## src/rtl/apb_cmd_master.sv

```systemverilog
// apb_cmd_master: APB3 master fed by a small command FIFO.
// Each queued command becomes one APB transfer (SETUP, then ACCESS), and
// each transfer returns one response. Responses come back in command order.
// Optional build macro: APB_CMD_MASTER_TIMEOUT_EN. When it is defined, a
// watchdog ends any ACCESS phase that sees TIMEOUT cycles with PREADY low,
// and that response is returned with rsp_err set.
module apb_cmd_master #(
  parameter int ADR_W     = 32,
  parameter int DAT_W     = 32,
  parameter int CMD_DEPTH = 4,
  parameter int TIMEOUT   = 16
) (
  input  logic             PCLK,
  input  logic             PRESETn,
  // command side
  input  logic             cmd_valid,
  output logic             cmd_ready,
  input  logic             cmd_write,
  input  logic [ADR_W-1:0] cmd_addr,
  input  logic [DAT_W-1:0] cmd_wdata,
  // response side
  output logic             rsp_valid,
  input  logic             rsp_ready,
  output logic [DAT_W-1:0] rsp_rdata,
  output logic             rsp_err,
  // APB3 master port
  output logic [ADR_W-1:0] PADDR,
  output logic             PSEL,
  output logic             PENABLE,
  output logic             PWRITE,
  output logic [DAT_W-1:0] PWDATA,
  input  logic             PREADY,
  input  logic [DAT_W-1:0] PRDATA,
  input  logic             PSLVERR
);

  localparam int PTR_W = $clog2(CMD_DEPTH);
  localparam int CNT_W = PTR_W + 1;
  localparam int ENT_W = 1 + ADR_W + DAT_W;
  localparam logic [CNT_W-1:0] FULL_CNT = CNT_W'(CMD_DEPTH);
  localparam logic [CNT_W-1:0] ZERO_CNT = {CNT_W{1'b0}};

  // The watchdog counter is 16 bits wide, so TIMEOUT must lie in 1..65535.
  // An out-of-range value selects this empty block and changes nothing else.
  if ((TIMEOUT < 1) || (TIMEOUT > 65535)) begin : g_timeout_out_of_range
  end

  typedef enum logic [1:0] {
    ST_IDLE   = 2'd0,
    ST_SETUP  = 2'd1,
    ST_ACCESS = 2'd2,
    ST_RESP   = 2'd3
  } state_e;

  // FIFO storage and bookkeeping
  logic [ENT_W-1:0] mem_q [CMD_DEPTH];
  logic [ENT_W-1:0] mem_d [CMD_DEPTH];
  logic [PTR_W-1:0] wr_ptr_q, wr_ptr_d;
  logic [PTR_W-1:0] rd_ptr_q, rd_ptr_d;
  logic [CNT_W-1:0] count_q, count_d;
  logic             cmd_ready_q, cmd_ready_d;

  // FSM and APB outputs
  state_e           state_q, state_d;
  logic [ADR_W-1:0] paddr_q, paddr_d;
  logic             pwrite_q, pwrite_d;
  logic [DAT_W-1:0] pwdata_q, pwdata_d;
  logic             psel_q, psel_d;
  logic             penable_q, penable_d;

  // Response registers
  logic             rsp_valid_q, rsp_valid_d;
  logic [DAT_W-1:0] rsp_rdata_q, rsp_rdata_d;
  logic             rsp_err_q, rsp_err_d;

  // Handshake and FIFO head decode
  logic             push_s;
  logic             pop_s;
  logic             not_empty_s;
  logic [ENT_W-1:0] head_s;
  logic             head_write_s;
  logic [ADR_W-1:0] head_addr_s;
  logic [DAT_W-1:0] head_wdata_s;

`ifdef APB_CMD_MASTER_TIMEOUT_EN
  localparam logic [15:0] WD_LAST = 16'(TIMEOUT - 1);
  logic [15:0] wd_cnt_q, wd_cnt_d;
`endif

  assign not_empty_s  = (count_q != ZERO_CNT);
  assign head_s       = mem_q[rd_ptr_q];
  assign head_write_s = head_s[ENT_W-1];
  assign head_addr_s  = head_s[ADR_W+DAT_W-1 -: ADR_W];
  assign head_wdata_s = head_s[DAT_W-1:0];

  // FIFO next state: push on handshake, pop when the FSM takes the head.
  always_comb begin
    push_s   = cmd_valid & cmd_ready_q;
    mem_d    = mem_q;
    wr_ptr_d = wr_ptr_q;
    rd_ptr_d = rd_ptr_q;
    count_d  = count_q;
    if (push_s) begin
      mem_d[wr_ptr_q] = {cmd_write, cmd_addr, cmd_wdata};
      wr_ptr_d        = wr_ptr_q + PTR_W'(1);
    end else begin
      wr_ptr_d = wr_ptr_q;
    end
    if (pop_s) begin
      rd_ptr_d = rd_ptr_q + PTR_W'(1);
    end else begin
      rd_ptr_d = rd_ptr_q;
    end
    case ({push_s, pop_s})
      2'b10:   count_d = count_q + CNT_W'(1);
      2'b01:   count_d = count_q - CNT_W'(1);
      default: count_d = count_q;
    endcase
    // Ready follows the count only, so a full FIFO stays not-ready even when
    // a pop happens in the same cycle.
    cmd_ready_d = (count_d != FULL_CNT);
  end

  // APB transfer sequencing, head pop and response capture.
  always_comb begin
    state_d     = state_q;
    pop_s       = 1'b0;
    paddr_d     = paddr_q;
    pwrite_d    = pwrite_q;
    pwdata_d    = pwdata_q;
    rsp_rdata_d = rsp_rdata_q;
    rsp_err_d   = rsp_err_q;
`ifdef APB_CMD_MASTER_TIMEOUT_EN
    wd_cnt_d    = wd_cnt_q;
`endif
    case (state_q)
      ST_IDLE: begin
        if (not_empty_s) begin
          pop_s    = 1'b1;
          paddr_d  = head_addr_s;
          pwrite_d = head_write_s;
          pwdata_d = head_wdata_s;
          state_d  = ST_SETUP;
        end else begin
          state_d = ST_IDLE;
        end
      end
      ST_SETUP: begin
        state_d = ST_ACCESS;
`ifdef APB_CMD_MASTER_TIMEOUT_EN
        wd_cnt_d = 16'd0;
`endif
      end
      ST_ACCESS: begin
        if (PREADY) begin
          rsp_err_d = PSLVERR;
          // Writes and errored reads return zero data.
          if (pwrite_q || PSLVERR) begin
            rsp_rdata_d = {DAT_W{1'b0}};
          end else begin
            rsp_rdata_d = PRDATA;
          end
          state_d = ST_RESP;
        end else begin
`ifdef APB_CMD_MASTER_TIMEOUT_EN
          wd_cnt_d = wd_cnt_q + 16'd1;
          // Counter reaches TIMEOUT at this edge: abandon the transfer.
          if (wd_cnt_q == WD_LAST) begin
            rsp_err_d   = 1'b1;
            rsp_rdata_d = {DAT_W{1'b0}};
            state_d     = ST_RESP;
          end else begin
            state_d = ST_ACCESS;
          end
`else
          state_d = ST_ACCESS;
`endif
        end
      end
      ST_RESP: begin
        if (rsp_ready) begin
          if (not_empty_s) begin
            // Chain straight into the next transfer without an IDLE cycle.
            pop_s    = 1'b1;
            paddr_d  = head_addr_s;
            pwrite_d = head_write_s;
            pwdata_d = head_wdata_s;
            state_d  = ST_SETUP;
          end else begin
            state_d = ST_IDLE;
          end
        end else begin
          state_d = ST_RESP;
        end
      end
      default: begin
        state_d = ST_IDLE;
      end
    endcase
    // Bus and response strobes decode the next state so they are registered.
    psel_d      = (state_d == ST_SETUP) || (state_d == ST_ACCESS);
    penable_d   = (state_d == ST_ACCESS);
    rsp_valid_d = (state_d == ST_RESP);
  end

  // FIFO registers; reset discards every queued command.
  always_ff @(posedge PCLK or negedge PRESETn) begin
    if (!PRESETn) begin
      for (int i = 0; i < CMD_DEPTH; i++) begin
        mem_q[i] <= {ENT_W{1'b0}};
      end
      wr_ptr_q    <= {PTR_W{1'b0}};
      rd_ptr_q    <= {PTR_W{1'b0}};
      count_q     <= ZERO_CNT;
      cmd_ready_q <= 1'b1;
    end else begin
      mem_q       <= mem_d;
      wr_ptr_q    <= wr_ptr_d;
      rd_ptr_q    <= rd_ptr_d;
      count_q     <= count_d;
      cmd_ready_q <= cmd_ready_d;
    end
  end

  // FSM, APB and response registers; reset drops PSEL/PENABLE at once.
  always_ff @(posedge PCLK or negedge PRESETn) begin
    if (!PRESETn) begin
      state_q     <= ST_IDLE;
      paddr_q     <= {ADR_W{1'b0}};
      pwrite_q    <= 1'b0;
      pwdata_q    <= {DAT_W{1'b0}};
      psel_q      <= 1'b0;
      penable_q   <= 1'b0;
      rsp_valid_q <= 1'b0;
      rsp_rdata_q <= {DAT_W{1'b0}};
      rsp_err_q   <= 1'b0;
    end else begin
      state_q     <= state_d;
      paddr_q     <= paddr_d;
      pwrite_q    <= pwrite_d;
      pwdata_q    <= pwdata_d;
      psel_q      <= psel_d;
      penable_q   <= penable_d;
      rsp_valid_q <= rsp_valid_d;
      rsp_rdata_q <= rsp_rdata_d;
      rsp_err_q   <= rsp_err_d;
    end
  end

`ifdef APB_CMD_MASTER_TIMEOUT_EN
  // Watchdog counter of ACCESS cycles spent waiting on PREADY.
  always_ff @(posedge PCLK or negedge PRESETn) begin
    if (!PRESETn) begin
      wd_cnt_q <= 16'd0;
    end else begin
      wd_cnt_q <= wd_cnt_d;
    end
  end
`endif

  assign cmd_ready = cmd_ready_q;
  assign rsp_valid = rsp_valid_q;
  assign rsp_rdata = rsp_rdata_q;
  assign rsp_err   = rsp_err_q;
  assign PADDR     = paddr_q;
  assign PSEL      = psel_q;
  assign PENABLE   = penable_q;
  assign PWRITE    = pwrite_q;
  assign PWDATA    = pwdata_q;

endmodule
```

## config.mk

```make
export PLATFORM = sky130hd
export DESIGN_NAME = apb_cmd_master
export DESIGN_NICKNAME = d
export VERILOG_FILES = /design/src/rtl/apb_cmd_master.sv
export SDC_FILE = /design/constraint.sdc
export NUM_CORES = 1
export LEC_CHECK = 0
export BUFFER_PORTS_ARGS = -buffer_cell sky130_fd_sc_hd__buf_2
export CAP_MARGIN = 0
export CORE_MARGIN = 10
export CORE_UTILIZATION = 62
export CTS_BUF_LIST = sky130_fd_sc_hd__clkbuf_8 sky130_fd_sc_hd__clkbuf_16
export CTS_CLUSTER_DIAMETER = 40
export DETAILED_ROUTE_END_ITERATION = 10
export GPL_TIMING_DRIVEN = 0
export PLACE_DENSITY_LB_ADDON = 0.2
export SLEW_MARGIN = 20
export SYNTH_ARGS = -nofsm -noshare
export SYNTH_HDL_FRONTEND = slang
export SYNTH_SLANG_ARGS = --single-unit
```

## constraint.sdc

```tcl
create_clock -name PCLK -period 6 [get_ports PCLK]
set_input_delay 1.2 -clock PCLK [delete_from_list [all_inputs] [get_ports PCLK]]
set_output_delay 1.2 -clock PCLK [all_outputs]
set_load 0.005 [all_outputs]
```

---- After elaboration in Yosys (flattened, before gate mapping) ----
Cells that the tools add are included.
cells by class
  reductions and logical operators ........ 8
  bitwise logic cells ..................... 3
  equality and inequality tests ........... 10
  divide/modulo/power cells ............... 0
  muxes and demuxes ....................... 24
  shifts and indexed selects .............. 0
  $lt $le $gt $ge ......................... 3
  add/subtract/negate cells ............... 4
  multipliers ............................. 0
operators by type and width
  cell                                                                    count
  260-bit bitwise mux                                                     1
  65-bit two-way mux                                                      3
  32-bit two-way mux                                                      5
  65-bit binary-select mux with 2-bit select                              1
  65-bit demux with 2-bit select                                          1
  32-bit one-hot mux with 2 select lines                                  2
  2-bit equality test (second input constant)                             5
  2-bit one-hot mux with 4 select lines                                   1
  2-bit by 1-bit equality test with 1-bit output (second input constant)  3
  3-bit >= comparator (second input constant)                             2
  1-bit two-way mux                                                       6
  2-bit inverter with 3-bit output                                        2
  3-bit one-hot mux with 2 select lines                                   1
  2-bit by 1-bit adder with 2-bit output (second input constant)          2
  1-bit one-hot mux with 2 select lines                                   2
  2-bit AND reduction                                                     2
  3-bit by 1-bit adder with 3-bit output (second input constant)          1
  3-bit by 1-bit < comparator with 1-bit output (second input constant)   1
  3-bit != test (second input constant)                                   1
  3-bit nonzero test                                                      1
  3-bit by 1-bit subtractor with 3-bit output (second input constant)     1
  2-bit zero test                                                         1
  1-bit logical OR                                                        2
  2-bit two-way mux                                                       1
  4 further kinds                                                         4
storage, ports and cells
  latch bits .............................. 0
  memories kept ........................... 0
  output and inout bits ................... 102
  memory bits (writable) .................. 0
  input bits .............................. 103
  memory bits (read-only) ................. 0
  word-level logic and storage cells ...... 69
  flip-flop bits (word level) ............. 371

---- Longest topological paths before layout ----
  word-level depth ........................ 7
  depth in mapped cells ................... 10
  depth with buffers taken out ............ 10

---- Worst setup path before layout ----
Ideal clock, no wire load.
  path kind ............................... input to register
  start ................................... input port rsp_ready
  end ..................................... register count_q[2]
  data required time ...................... 5.873 ns
  cell stages on the path ................. 8
  buffers on the path ..................... 0
  path slack .............................. 3.155 ns
  arrival time ............................ 2.718 ns
  cells stage by stage .................... a21oi_1 -> nor3_1 -> ha_1 -> inv_1 -> fa_1 -> xor2_1 -> o21a_1 -> or2_2
between the ends
  word-level cells in the longest chain between the ends .. 4
  elaborated cells between the ends (all ways) .. 5
  classes of those cells .................. 2 x eq/ne; 3 x mux
ends and longest elaborated chain
  what                                                                                          RTL line  text
  start: declaration                                                                            23        input logic rsp_ready,
  1-bit two-way mux *                                                                           181       if (rsp_ready) begin
  1-bit one-hot mux with 2 select lines *                                                       136       case (state_q)
  net pop_s                                                                                     78        logic pop_s;
  2-bit by 1-bit equality test with 1-bit output / 2-bit equality test (equally long branches)  114       case ({push_s, pop_s})
  3-bit one-hot mux with 2 select lines *                                                       114
  net count_d[2]                                                                                60        logic [CNT_W-1:0] count_q, count_d;
  end signal: assignment                                                                        220       count_q <= count_d;
  end: declaration                                                                              60
The timed path passes the listed nets; every way through them passes the cells marked *.
A chain may end at the register's enable or synchronous reset.

---- Worst setup path in the final report ----
Same ends and word-level chain as after synthesis.

==> metrics.csv <==
stage;metric;value;unit
sta;WHS;0.4985;ns
worst_setup_path;CP max stage delay;0.37;ns
cells_and_area;fin cells;1519;
worst_setup_path;CP Class;in -> reg;
global_routing;total congestion overflow;0;
worst_setup_path;RR Endpoint;count_q[2]$_DFF_PN0_;
min_path;Hold Path Class;reg -> reg;
global_routing;routing usage on met3;4.334;%
power;PwrDens;618.8;nW/µm²
synthesis;library cells used by synthesis;35;
min_path;HP Start;PADDR[9]$_DFFE_PN0P_;
cts;CTS sink cnt;371;
synthesis;Synth async-reset ratio;100.0;%
sta;period utilisation layout;43.10;%
synthesis;largest family of logic cells by synthesized area;multiplexers;
die;Die ar.;31820;µm²
power;clock share of power;24.0;%
worst_setup_path;crit path buf inv count;2;
die;Rows;57;
synthesis;Synth Area in Simple Gates;0.5712;%
global_routing;initial antenna violation count;3;
cells_and_area;design area;18640;µm²
cts;# resized after CTS;0;
worst_setup_path;Worst setup EP type;flop;
synthesis;YS warnings;0;
run;Max Cap Violations;0;
synthesis;compound-cell area share of the yosys netlist;2.228;%
placement;Area after DPL;17070;µm²
global_routing;GR Layer Usage met2;36.13;%
worst_setup_path;crit-path max FO;4;
synthesis;post-synth top area cell;dfrtp_1;
drt;DRC Markers;0;
synthesis;number of flops mapped to enable cells by yosys;0;
drt;Iteration-0 DRC Markers;418;
cells_and_area;layout cells sized above 1;59.93;%
worst_setup_path;Reg2Reg Depth;9;
synthesis;Seq/Total Area, Yosys;59.70;%
sta;setup ws final;3.414;ns
die;IO Count;205;
synthesis;Mapped Area;15550;µm²
global_routing;grt met1 use;26.15;%
worst_setup_path;Worst setup SP type;input port;
worst_setup_path;CP cell instances;buf_2 -> a21oi_1 -> nor3_1 -> ha_1 -> inv_1 -> fa_1 -> xor2_1 -> o21a_1 -> or2_2;
sta;Least-Margin Pin Slew;0.8621;ns
cts;clk slew on worst S/H paths;0.06;ns
power;LEAKAGE;8.507;nW
synthesis;XOR/XNOR share of the synthesized area;0.2816;%
power;Internal;0.008166;W
global_routing;vias in the first global route;9569;
min_path;WHS Endpoint;PADDR[9]$_DFFE_PN0P_;
global_routing;all-layer global routing usage;20.73;%
drt;Routed Antenna Nets;0;
cts;H-Tree Depth;2;
drt;routed len/inst;21.78;µm
cts;setup bufs post-CTS;0;
die;Die W;178.4;µm
drt;Vias;8772;
drt;Pre-antenna DRT Iters;4;
worst_setup_path;Worst Path Required;6.42;ns
drt;DRT Wirelength;33.08;mm
worst_setup_path;family with the most delay on the worst path;adder cells;
sta;Tmin final;2.586;ns
drt;Vias/cell;5.775;
placement;Port Buffers;204;
power;Switching Fraction;29.22;%
sta;Rel. slew slack;42.53;%
sta;Pins Over Slew Limit;0;
cts;CTS tree;done;
cts;Worst-Skew Late Latency;0.53;ns
power;Flop pwr share;38.6;%
cells_and_area;Fillers;1465;
sta;max frequency;386.7;MHz
worst_setup_path;worst r2r src;state_q[1]$_DFF_PN0_;
cts;clock root buffer;clkbuf_16;
synthesis;post-synthesis register bit count;371;
power;Logic pwr share;37.4;%
cells_and_area;Area growth syn-to-layout;19.86;%
synthesis;post-synth top area share;59.53;%
sta;final setup TNS;0;ns
synthesis;mux cell area share after synthesis;33.83;%
cts;hold_buf cts;0;
sta;final setup vio count;0;
synthesis;syn nets;1019;
power;Peak supply drop;0.3993;mV
die;die height;178.4;µm
die;initial core utilization;63.40;%
synthesis;post-synthesis adder-cell area fraction;1.014;%
cts;cts bufs inserted;45;
placement;Final GP Congestion;0.8934;
min_path;hold path depth;1;
die;Core Region;24530;µm²
cells_and_area;nets;1273;
synthesis;Syn Area/Cell;17.21;µm²
outcome;status;completed;
global_routing;first-pass GRT wire length;51.97;mm
synthesis;Top FF cell, synth;dfrtp_1;
placement;DP HPWL;22.02;mm
synthesis;count leader, synth;dfrtp_1;
global_routing;Most Used Layer, Global Route;met2;
worst_setup_path;CP max-delay cell;fa_1;
worst_setup_path;Worst R2R Setup Slack;3.47;ns
cts;Clock Path Buffers;3;
sta;RSZ-0062 raised after global routing;no;
global_routing;largest net degree at the start of global routing;101;
power;switching component of the power;0.003371;W
synthesis;synth top area cells;dfrtp_1 60%, mux2_2 22%, mux4_2 9.4%;
placement;placed cells;1435;
synthesis;Post-synth top cells;370 x dfrtp_1, 299 x mux2_2, 65 x mux4_2;
worst_setup_path;crit path DAT;3.01;ns
synthesis;Post-Synthesis Cells;904;
placement;DP Worst Slack;2.853;ns
sta;Final Hold Vio Count;0;
sta;skew final;0.01872;ns
-- area by class of cell --
class                   count  area, µm²  area share (%)
clock buffers              49       1192           6.396
inverters                   8      30.03          0.1611
plain buffers              56      340.3           1.825
flip-flops and latches    371       9285           49.81
diodes                      2      5.005         0.02685
well taps                 324      405.4           2.174
repair buffers            207       1114           5.973
multi-input cells         469       5898           31.64
clock inverters            33      372.9           2.000
-- power groups by stage --
stage	registers, W	logic, W	clock network [W]
after CTS	0.00445	0.00440	0.00282
after floorplan	0.00431	0.00323	0
final	0.00445	0.00432	0.00277
after detailed placement	0.00447	0.00436	0
after global routing	0.00460	0.00467	0.00292
after global placement	0.00440	0.00424	0
-- worst reg2reg max path, cell delays in order, from the launching register on --
cell and delay, ns:
dfrtp_1 0.40, inv_1 0.08, ha_1 0.30, nor3_1 0.35, ha_1 0.25, inv_1 0.06
fa_1 0.37, xor2_1 0.16, o21a_1 0.18, or2_2 0.28
-- layout by cell type, fill, tap and decap left out, types with 3 or more instances in the layout --
| cell | instances |
|---|---|
| nor3_1 | 4 |
| clkbuf_1 | 17 |
| buf_6 | 4 |
| clkinv_2 | 6 |
| bufinv_16 | 6 |
| ha_1 | 11 |
| clkbuf_8 | 3 |
| clkinvlp_4 | 9 |
| mux2_4 | 28 |
| buf_1 | 3 |
| clkinv_4 | 3 |
| dfrtp_1 | 370 |
| buf_2 | 229 |
| o21ai_0 | 3 |
| inv_1 | 12 |
| buf_16 | 3 |
| a22o_1 | 32 |
| mux2_2 | 299 |
| nand3_1 | 4 |
| buf_12 | 3 |
| xor2_1 | 3 |
| mux4_2 | 65 |
| inv_6 | 3 |
| clkbuf_16 | 46 |
-- worst max path at each step --
stage | startpoint | endpoint | slack, ns | cells past startpoint
after detailed placement | rsp_ready | count_q[2]$_DFF_PN0_ | 2.85 | 9
after floorplan | rsp_ready | count_q[2]$_DFF_PN0_ | 3.15 | 8
after global placement | PRESETn | mem_q[86]$_DFFE_PN0P_ | -3.39 | 1
final | rsp_ready | count_q[2]$_DFF_PN0_ | 3.41 | 9
after CTS | rsp_ready | count_q[2]$_DFF_PN0_ | 3.42 | 9
after global routing | rsp_ready | count_q[2]$_DFF_PN0_ | 3.26 | 9
-- through the flow --
step / power (W) / util (%)
floorplan: 0.007541 / -
global route: 0.01219 / 75.97
global placement: 0.008636 / 69.21
CTS: 0.01167 / 75.97
finish: 0.01154 / 75.99
detailed placement: 0.008831 / 69.59
-- layer usage --
metal  up-vias  wire, µm  part of all wire, %
met3        51      1940                  5.9
met2       240     16710                   51
li1       3882         -                    -
met4         2       589                  1.8
met1      4597     13820                   42
met5         -        20                0.060
-- state kept, by name, summed over array words and instances (netlist names), 2 cells and up --
name / count
state_q: 2
rsp_rdata: 32
rd_ptr_q: 2
count_q: 3
wr_ptr_q: 2
mem_q: 260
PADDR: 32
PWDATA: 32
-- logic make-up after synthesis --
logic type      after synthesis
mux                         393
compound gates               42
simple gates                 17
fa+ha+maj                    12
flops                       371
buf+inv                      64
xor+xnor                      5
Note: power is estimated with default switching activity, not from simulation.
